$ cat src/rtl/riscv_pkg.sv
// Shared fetch-side definitions: architectural widths, default reset vector and
// the {pc, instr} entry carried by the instruction queue.
package riscv_pkg;

    localparam int XLEN    = 32;
    localparam int INSTR_W = 32;

    localparam logic [XLEN-1:0] DEFAULT_RESET_PC = 32'h0000_0000;

    typedef struct packed {
        logic [XLEN-1:0]    pc;
        logic [INSTR_W-1:0] instr;
    } fetch_entry_t;

endpackage

$ cat src/rtl/fetch_fifo.sv
// Instruction queue between memory response and decode. Simultaneous push/pop is
// legal at any occupancy; flush empties the queue and cancels that cycle's push/pop.
module fetch_fifo
    import riscv_pkg::*;
#(
    parameter int DEPTH = 4,
    localparam int PTR_W = $clog2(DEPTH),
    localparam int CNT_W = PTR_W + 1
) (
    input  logic             clk,
    input  logic             reset,
    input  logic             flush,
    input  logic             push,
    input  fetch_entry_t     push_data,
    input  logic             pop,
    output fetch_entry_t     head,
    output logic [CNT_W-1:0] count
);

    fetch_entry_t     mem [DEPTH];
    logic [PTR_W-1:0] rd_ptr;
    logic [PTR_W-1:0] wr_ptr;
    logic             do_push;
    logic             do_pop;

    assign do_pop  = pop && (count != '0);
    // A full queue can still take a push when the head leaves in the same cycle.
    assign do_push = push && ((count != CNT_W'(DEPTH)) || do_pop);

    always_ff @(posedge clk) begin
        if (reset || flush) begin
            rd_ptr <= '0;
            wr_ptr <= '0;
            count  <= '0;
        end else begin
            if (do_push) wr_ptr <= wr_ptr + PTR_W'(1);
            if (do_pop)  rd_ptr <= rd_ptr + PTR_W'(1);
            count <= count + CNT_W'(do_push) - CNT_W'(do_pop);
        end
    end

    // Storage carries data only, so it is left out of reset.
    always_ff @(posedge clk) begin
        if (do_push && !flush && !reset) mem[wr_ptr] <= push_data;
    end

    assign head = mem[rd_ptr];

endmodule

$ cat src/rtl/fetch_unit.sv
// In-order instruction fetch: credit-limited requests, in-order responses queued
// with their PC, and redirects that flush the queue and discard stale responses.
module fetch_unit #(
    parameter int                XLEN     = riscv_pkg::XLEN,
    parameter int                DEPTH    = 4,
    parameter logic [XLEN-1:0]   RESET_PC = riscv_pkg::DEFAULT_RESET_PC
) (
    input  logic                            clk,
    input  logic                            reset,
    output logic                            imem_req,
    output logic [XLEN-1:0]                 imem_addr,
    input  logic                            imem_gnt,
    input  logic                            imem_rvalid,
    input  logic [riscv_pkg::INSTR_W-1:0]   imem_rdata,
    input  logic                            redirect_valid,
    input  logic [XLEN-1:0]                 redirect_pc,
    output logic                            instr_valid,
    output logic [riscv_pkg::INSTR_W-1:0]   instr,
    output logic [XLEN-1:0]                 instr_pc,
    input  logic                            instr_ready
);

    import riscv_pkg::*;

    localparam int CNT_W = $clog2(DEPTH) + 1;

    logic [XLEN-1:0]  fetch_pc;
    logic [XLEN-1:0]  resp_pc;
    logic [XLEN-1:0]  redirect_base;
    logic [CNT_W-1:0] outstanding;
    logic [CNT_W-1:0] drop;
    logic [CNT_W-1:0] count;
    logic [CNT_W:0]   credit_used;
    logic             accept;
    logic             rsp_ok;
    logic             push;
    logic             pop;
    fetch_entry_t     push_entry;
    fetch_entry_t     head;

    // Every queued or in-flight instruction holds one of DEPTH credits, so a
    // response always finds room in the queue.
    assign credit_used   = {1'b0, count} + {1'b0, outstanding};
    assign imem_req      = !reset && !redirect_valid && (credit_used < (CNT_W+1)'(DEPTH));
    assign imem_addr     = fetch_pc;
    assign accept        = imem_req && imem_gnt;
    assign rsp_ok        = imem_rvalid && (outstanding != '0);
    assign push          = rsp_ok && (drop == '0) && !redirect_valid;
    assign redirect_base = {redirect_pc[XLEN-1:2], 2'b00};

    assign instr_valid = !reset && (count != '0);
    assign pop         = instr_valid && instr_ready && !redirect_valid;
    assign instr       = head.instr;
    assign instr_pc    = head.pc;

    always_comb begin
        push_entry       = '0;
        push_entry.pc    = resp_pc;
        push_entry.instr = imem_rdata;
    end

    always_ff @(posedge clk) begin
        if (reset) begin
            fetch_pc    <= RESET_PC;
            resp_pc     <= RESET_PC;
            outstanding <= '0;
            drop        <= '0;
        end else begin
            outstanding <= outstanding + CNT_W'(accept) - CNT_W'(rsp_ok);
            if (redirect_valid) begin
                fetch_pc <= redirect_base;
                resp_pc  <= redirect_base;
                // Everything still in flight after this cycle belongs to the old path.
                drop     <= outstanding - CNT_W'(rsp_ok);
            end else begin
                if (accept) fetch_pc <= fetch_pc + XLEN'(4);
                if (rsp_ok) begin
                    if (drop != '0) drop <= drop - CNT_W'(1);
                    else            resp_pc <= resp_pc + XLEN'(4);
                end
            end
        end
    end

    fetch_fifo #(
        .DEPTH(DEPTH)
    ) u_fifo (
        .clk      (clk),
        .reset    (reset),
        .flush    (redirect_valid),
        .push     (push),
        .push_data(push_entry),
        .pop      (pop),
        .head     (head),
        .count    (count)
    );

endmodule
$ cat config.mk
export PLATFORM = sky130hd
export DESIGN_NAME = fetch_unit
export DESIGN_NICKNAME = d
export VERILOG_FILES = /design/src/rtl/riscv_pkg.sv /design/src/rtl/fetch_fifo.sv /design/src/rtl/fetch_unit.sv
export SDC_FILE = /design/constraint.sdc
export NUM_CORES = 1
export LEC_CHECK = 0
export ABC_AREA = 1
export BUFFER_PORTS_ARGS = -buffer_cell sky130_fd_sc_hd__buf_2
export CAP_MARGIN = 40
export CORE_UTILIZATION = 40
export DETAILED_ROUTE_END_ITERATION = 8
export HOLD_SLACK_MARGIN = 0.12
export PLACE_DENSITY = 0.66
export SLEW_MARGIN = 15
export SYNTH_ARGS = -nofsm -noshare
export SYNTH_HDL_FRONTEND = slang
export SYNTH_SLANG_ARGS = --single-unit
$ cat constraint.sdc
create_clock -name clk -period 4.85 [get_ports clk]
set_clock_uncertainty 0.15 [all_clocks]
set_input_delay 0.97 -clock clk [delete_from_list [all_inputs] [get_ports clk]]
set_output_delay 0.97 -clock clk [all_outputs]
set_load 0.01 [all_outputs]
Word level (Yosys, flattened, before mapping). Memory sizes are Yosys's and may differ from the RTL's. A register that Yosys moved wholly into a read port is not among the register bits. Cells that the tools add are included. W data, S select, Z words.

Flip-flop bits (word level): 77. Memory bits (writable): 256. Bits of input ports: 70. Output and inout port bits: 98. Word-level logic and storage cells: 65. Memories kept: 1.

Memories: u_fifo.mem (words 4, width 64, rd ports 1, clocked after memory_dff 1, wr ports 1, line fetch_fifo.sv:20) `fetch_entry_t mem [DEPTH];`.

$add $sub $neg: 11. $lt $le $gt $ge: 1. Eq/ne operators: 2. Multiplexer cells: 12. Bitwise gates (word level): 1. Reduce and logical (&&, ||, !) cells: 28.

Operators with widths (count): $mux W32 (5); $add A32 B3 Y32 const B (2); $logic_and A1 B1 Y1 (13); $mux W3 (3); $reduce_bool A3 Y1 (3); $sub A3 B1 Y3 (3); $add A3 B1 Y3 (2); $reduce_and A2 Y1 (3); $reduce_bool A2 Y1 (3); $add A2 B1 Y2 const B (2); $add A3 B3 Y4 (1); $lt A4 B3 Y1 const B (1); $mux W2 (2); $logic_not A3 Y1 (1); $ne A3 B3 Y1 const B (1); $sub A3 B1 Y3 const B (1); $logic_not A1 Y1 (2); $logic_or A1 B1 Y1 (2); $mux W1 (2); $ne A2 B2 Y1 const B (1); $reduce_or A2 Y1 (1); $not A1 Y1 (1).

Logic depth before layout (Yosys ltp).
Depth in word-level cells: 11. Gate-level depth with buffers: 13. Depth with buffers taken out: 13.

By module. A second synthesis with hierarchy kept.

Cells, all modules: 1458. Area, all modules: 14571.5 um^2.

Modules (own cells, without submodules): fetch_fifo (instances 1, cells an instance 691, area each 9992.1 um^2, seq. area each 7867.5 um^2); fetch_unit (instances 1, cells an instance 767, area each 4579.4 um^2, seq. area each 1321.3 um^2).

Worst setup path after synthesis. Ideal clock, no wire load.

Path type: input to register. Start point: input reset. End point: memory u_fifo.mem[0][0] (netlist bit) (enable). Setup time: 0.482 ns. Data arrival time: 4.290 ns. Required time: 4.218 ns. Path slack: -0.072 ns. Cell stages on the path: 8. Path buffers: 1. Path through: buf_2 -> nor2_4 -> nand2_1 -> nand3_1 -> nand2_1 -> inv_1 -> nand2_1 -> nor2_1.

Cells in the longest elaborated chain, start to end: 11.

RTL lines: from (decl) (line fetch_unit.sv:9) `input logic reset,`; $logic_not A1 Y1 (*) (line fetch_fifo.sv:44, fetch_unit.sv:51); $logic_and A1 B1 Y1 (line fetch_unit.sv:51) `assign instr_valid = !reset && (count != '0);`; $logic_and A1 B1 Y1 (2 in a row) (line fetch_unit.sv:52) `assign pop = instr_valid && instr_ready && !redirect_valid;`; $logic_and A1 B1 Y1 (line fetch_fifo.sv:26) `assign do_pop = pop && (count != '0);`; $logic_or A1 B1 Y1 (line fetch_fifo.sv:28) `assign do_push = push && ((count != CNT_W'(DEPTH)) || do_pop);`; $logic_and A1 B1 Y1 (line fetch_fifo.sv:28); $logic_and A1 B1 Y1 (line fetch_fifo.sv:44) `if (do_push && !flush && !reset) mem[wr_ptr] <= push_data;`; $logic_and A1 B1 Y1 (*) (line fetch_fifo.sv:44); $mux W1 (*) (line fetch_fifo.sv:44); $mux W1 (implied by the code) (*) (line fetch_fifo.sv:44); to (decl) (line fetch_fifo.sv:20).

Every way passes the cells marked *; elsewhere a longest branch is shown, timed or not.

==> flow_metrics.env <==
export IMPL_largest_net_degree_at_the_start_of_global_routing=85
export IMPL_yosys_cell_types_count=37
export IMPL_total_leakage_power_nw=6.21
export IMPL_routed_wl_microns=34400
export IMPL_vias_per_cell=5.17
export IMPL_final_setup_viol_count=0
export IMPL_finalNonFillerCells=2091
export IMPL_unrepaired_setup_endpoints_after_global_routing="no"
export IMPL_slew_violations=0
export IMPL_hold_buffers=0
export IMPL_post_cts_setup_buffer_count=0
export IMPL_area_delta_synth_final_pct=16.6
export IMPL_grt_use_total_pct=18.6
export IMPL_post_route_drc_count=0
export IMPL_ys_warnings_count=0
export IMPL_dp_cells=2033
export IMPL_min_from="u_fifo.rd_ptr[1]"
export IMPL_layout_filler_cells=3207
export IMPL_criticalPathCategory="flip-flop to output pin"
export IMPL_detail_route_wl_per_cell_microns=16.5
export IMPL_maxCapViolations=0
export IMPL_drtAntennaViolNets=0
export IMPL_crit_family="buffers and inverters"
export IMPL_die_w_microns=191
export IMPL_cell_pwr_density_nw_per_um2=365
export IMPL_synth_seq_area_share_pct=62.9
export IMPL_outcome="completed"
export IMPL_placed_cell_area_sq_um=15600
export IMPL_ys_seq_elements=323
export IMPL_tritoncts="built"
export IMPL_synth_main_ff_cell="sky130_fd_sc_hd__edfxtp_1"
export IMPL_finalCritPeriodShare_pct=81.1
export IMPL_final_cell_area_sq_um=16600
export IMPL_vias_in_the_first_global_route=10039
export IMPL_synthesis_area_sq_um=14200
export IMPL_drive_gt1_share_pct=15.3
export IMPL_floorplan_die_area_sq_um=36400
export IMPL_grt_pass1_wl_microns=53100
export IMPL_grt_overflow=0
export IMPL_tightest_slew_ns=0.821
export IMPL_grt_antenna_before_repair=1
export IMPL_cts_num_sinks=323
export IMPL_dr_pass1_iters=7
export IMPL_holdWs_ns=0.309
export IMPL_regToRegEndpoint="u_fifo.mem[3][54]"
export IMPL_synth_async_reset_ratio_pct=0
export IMPL_crit_buf_inv=3
export IMPL_worstHoldPathType="flip-flop to flip-flop"
export IMPL_max_vdd_ir_drop_v=0.000265
export IMPL_slowest_cp_cell="sky130_fd_sc_hd__clkinv_2"
export IMPL_max_slew_margin_pct=45.3
export IMPL_post_route_min_period_ns=3.94
export IMPL_root_buffer="sky130_fd_sc_hd__clkbuf_16"
export IMPL_antenna_cells=0
export IMPL_number_of_cells_on_the_worst_reg_to_reg_path=11
export IMPL_final_nets=1703
export IMPL_postSynthCellCount=1461
export IMPL_final_hold_violation_count=0
export IMPL_top_level_ports=168
export IMPL_cp_data_arrival_time_ns=2.82
export IMPL_hpwl_microns=22200
export IMPL_timing_critical_path_slowest_cell_delay_ns=0.65
export IMPL_path_cells="clkinv_2 > buf_4 > o21ai_0 > o22ai_1 > buf_2"
export IMPL_clkSlewWorstSetupHoldPaths_ns=0.06
export IMPL_initial_utilization_pct=40.9
export IMPL_syn_mean_instance_area_sq_um=9.74
export IMPL_clkLatencyLatePin_ns=0.51
export IMPL_critPathLaunchType="flip-flop"
export IMPL_vias=10807
export IMPL_worst_hold_path_depth=2
export IMPL_buffer_ports_inserted=161
export IMPL_cts_htree_levels=2
export IMPL_place_congestion=0.913
export IMPL_fp_row_count=68
export IMPL_dr_first_iter_drc_count=719
export IMPL_tritoncts_num_buffers=35
export IMPL_achievable_frequency_ghz=0.254
export IMPL_synth_enable_flop_cells=248
export IMPL_regToRegStartpoint="drop[0]"
export IMPL_die_h_microns=191
export IMPL_finalPower_w=0.00606
export IMPL_post_cts_resized=0
export IMPL_cp_required_ns=3.73
export IMPL_worst_path_max_fanout=51
export IMPL_design_core_area_sq_um=34800
export IMPL_ctsLongestPathBuffers=3
export IMPL_cp_end_kind="output pin"
export IMPL_worst_r2r_setup_slack_ns=1.59
## state kept, by name (all words and copies together), names as in the netlist, named ones only
| register | flops |
|---|---|
| u_fifo.count | 3 |
| outstanding | 3 |
| imem_addr | 30 |
| u_fifo.mem | 248 |
| drop | 3 |
| resp_pc | 30 |
| u_fifo.wr_ptr | 2 |
| u_fifo.rd_ptr | 2 |
## per-stage QoR
step,setup WS (ns),TNS [ns],utilization [%]
finish,0.915,0,47.7
CTS,0.835,0,47.7
global route,0.660,0,47.7
floorplan,-0.0720,-17.85,-
global placement,1.12,0,44.7
detailed placement,1.09,0,44.8
## Yosys cell counts, types with 11 or more instances
| cell | n | area [sq um] |
|---|---|---|
| sky130_fd_sc_hd__o21ai_0 | 172 | 861 |
| sky130_fd_sc_hd__ha_1 | 16 | 200 |
| sky130_fd_sc_hd__nand2_1 | 260 | 976 |
| sky130_fd_sc_hd__clkbuf_1 | 44 | 165 |
| sky130_fd_sc_hd__dfxtp_1 | 75 | 1500 |
| sky130_fd_sc_hd__a21oi_1 | 49 | 245 |
| sky130_fd_sc_hd__nor2_1 | 239 | 897 |
| sky130_fd_sc_hd__inv_1 | 119 | 447 |
| sky130_fd_sc_hd__buf_2 | 11 | 55.1 |
| sky130_fd_sc_hd__nand3_1 | 79 | 395 |
| sky130_fd_sc_hd__o22ai_1 | 62 | 388 |
| sky130_fd_sc_hd__edfxtp_1 | 248 | 7450 |
## per-layer routing
metal	share of wire [%]	GRT usage [%]
met5	0.038	0
met4	2.8	6.31
met3	6.7	3.07
met2	46	29.9
met1	45	25.4
## power breakdown
group | switching (W) | leakage [nW] | internal (W)
clock network | 0.00103 | 0.500 | 0.00138
logic | 0.000299 | 2.84 | 0.000174
registers | 0.000101 | 2.87 | 0.00307
## kinds of logic (layout without fill, tap and decap cells)
group | after synthesis | in the layout | share of synthesized area, %
simple gates | 616 | 616 | 17.8
flops | 323 | 323 | 62.9
compound gates | 302 | 302 | 11.4
buf+inv | 187 | 359 | 5.35
fa+ha+maj | 18 | 18 | 1.69
xor+xnor | 13 | 13 | 0.800
other cells | 1 | 4 | 0.0263
mux | 1 | 1 | 0.0703
## layout by cell type (no fill, tap or decap), types with 16 or more instances in the layout
master | synthesis | routed
sky130_fd_sc_hd__nor2_1 | 239 | 235
sky130_fd_sc_hd__o21ai_0 | 172 | 172
sky130_fd_sc_hd__nand3_1 | 79 | 79
sky130_fd_sc_hd__edfxtp_1 | 248 | 248
sky130_fd_sc_hd__a21oi_1 | 49 | 49
sky130_fd_sc_hd__nand2_1 | 260 | 260
sky130_fd_sc_hd__buf_2 | 11 | 161
sky130_fd_sc_hd__clkbuf_16 | 0 | 35
sky130_fd_sc_hd__inv_1 | 119 | 118
sky130_fd_sc_hd__ha_1 | 16 | 16
sky130_fd_sc_hd__o22ai_1 | 62 | 62
sky130_fd_sc_hd__dfxtp_1 | 75 | 73
## final cells by class
class / count / area, sq um / share of cell area, %
sequential: 323 / 8950 / 53.9
multi-input combinational: 954 / 4570 / 27.5
timing repair buffer: 180 / 1030 / 6.21
clock buffer: 42 / 902 / 5.43
tap: 455 / 569 / 3.43
inverter: 121 / 460 / 2.77
clock inverter: 16 / 121 / 0.731
## worst reg2reg max path: cells and delay by family, from the launching register on
kind                     cells  cell delay [ns]
AND/OR/NAND/NOR              6             1.75
adder cells (fa/ha/maj)      1             0.15
buffers and inverters        4             0.59
flip-flops                   1             0.30
## worst max path at each step
| stage | from | endpoint | depth (start not counted) | slack, ns |
|---|---|---|---|---|
| 2_1_floorplan | reset | u_fifo.mem[0][0] | 8 | -0.07 |
| 3_3_place_gp | reset | outstanding[2] | 11 | 1.12 |
| 3_5_place_dp | reset | u_fifo.mem[3][54] | 9 | 1.09 |
| 4_1_cts | flip-flop | instr_pc[12] | 5 | 0.83 |
| 5_1_grt | flip-flop | instr_pc[6] | 5 | 0.66 |
| 6_report | flip-flop | instr_pc[20] | 5 | 0.91 |
No activity file was read; power rests on OpenSTA's default activity.
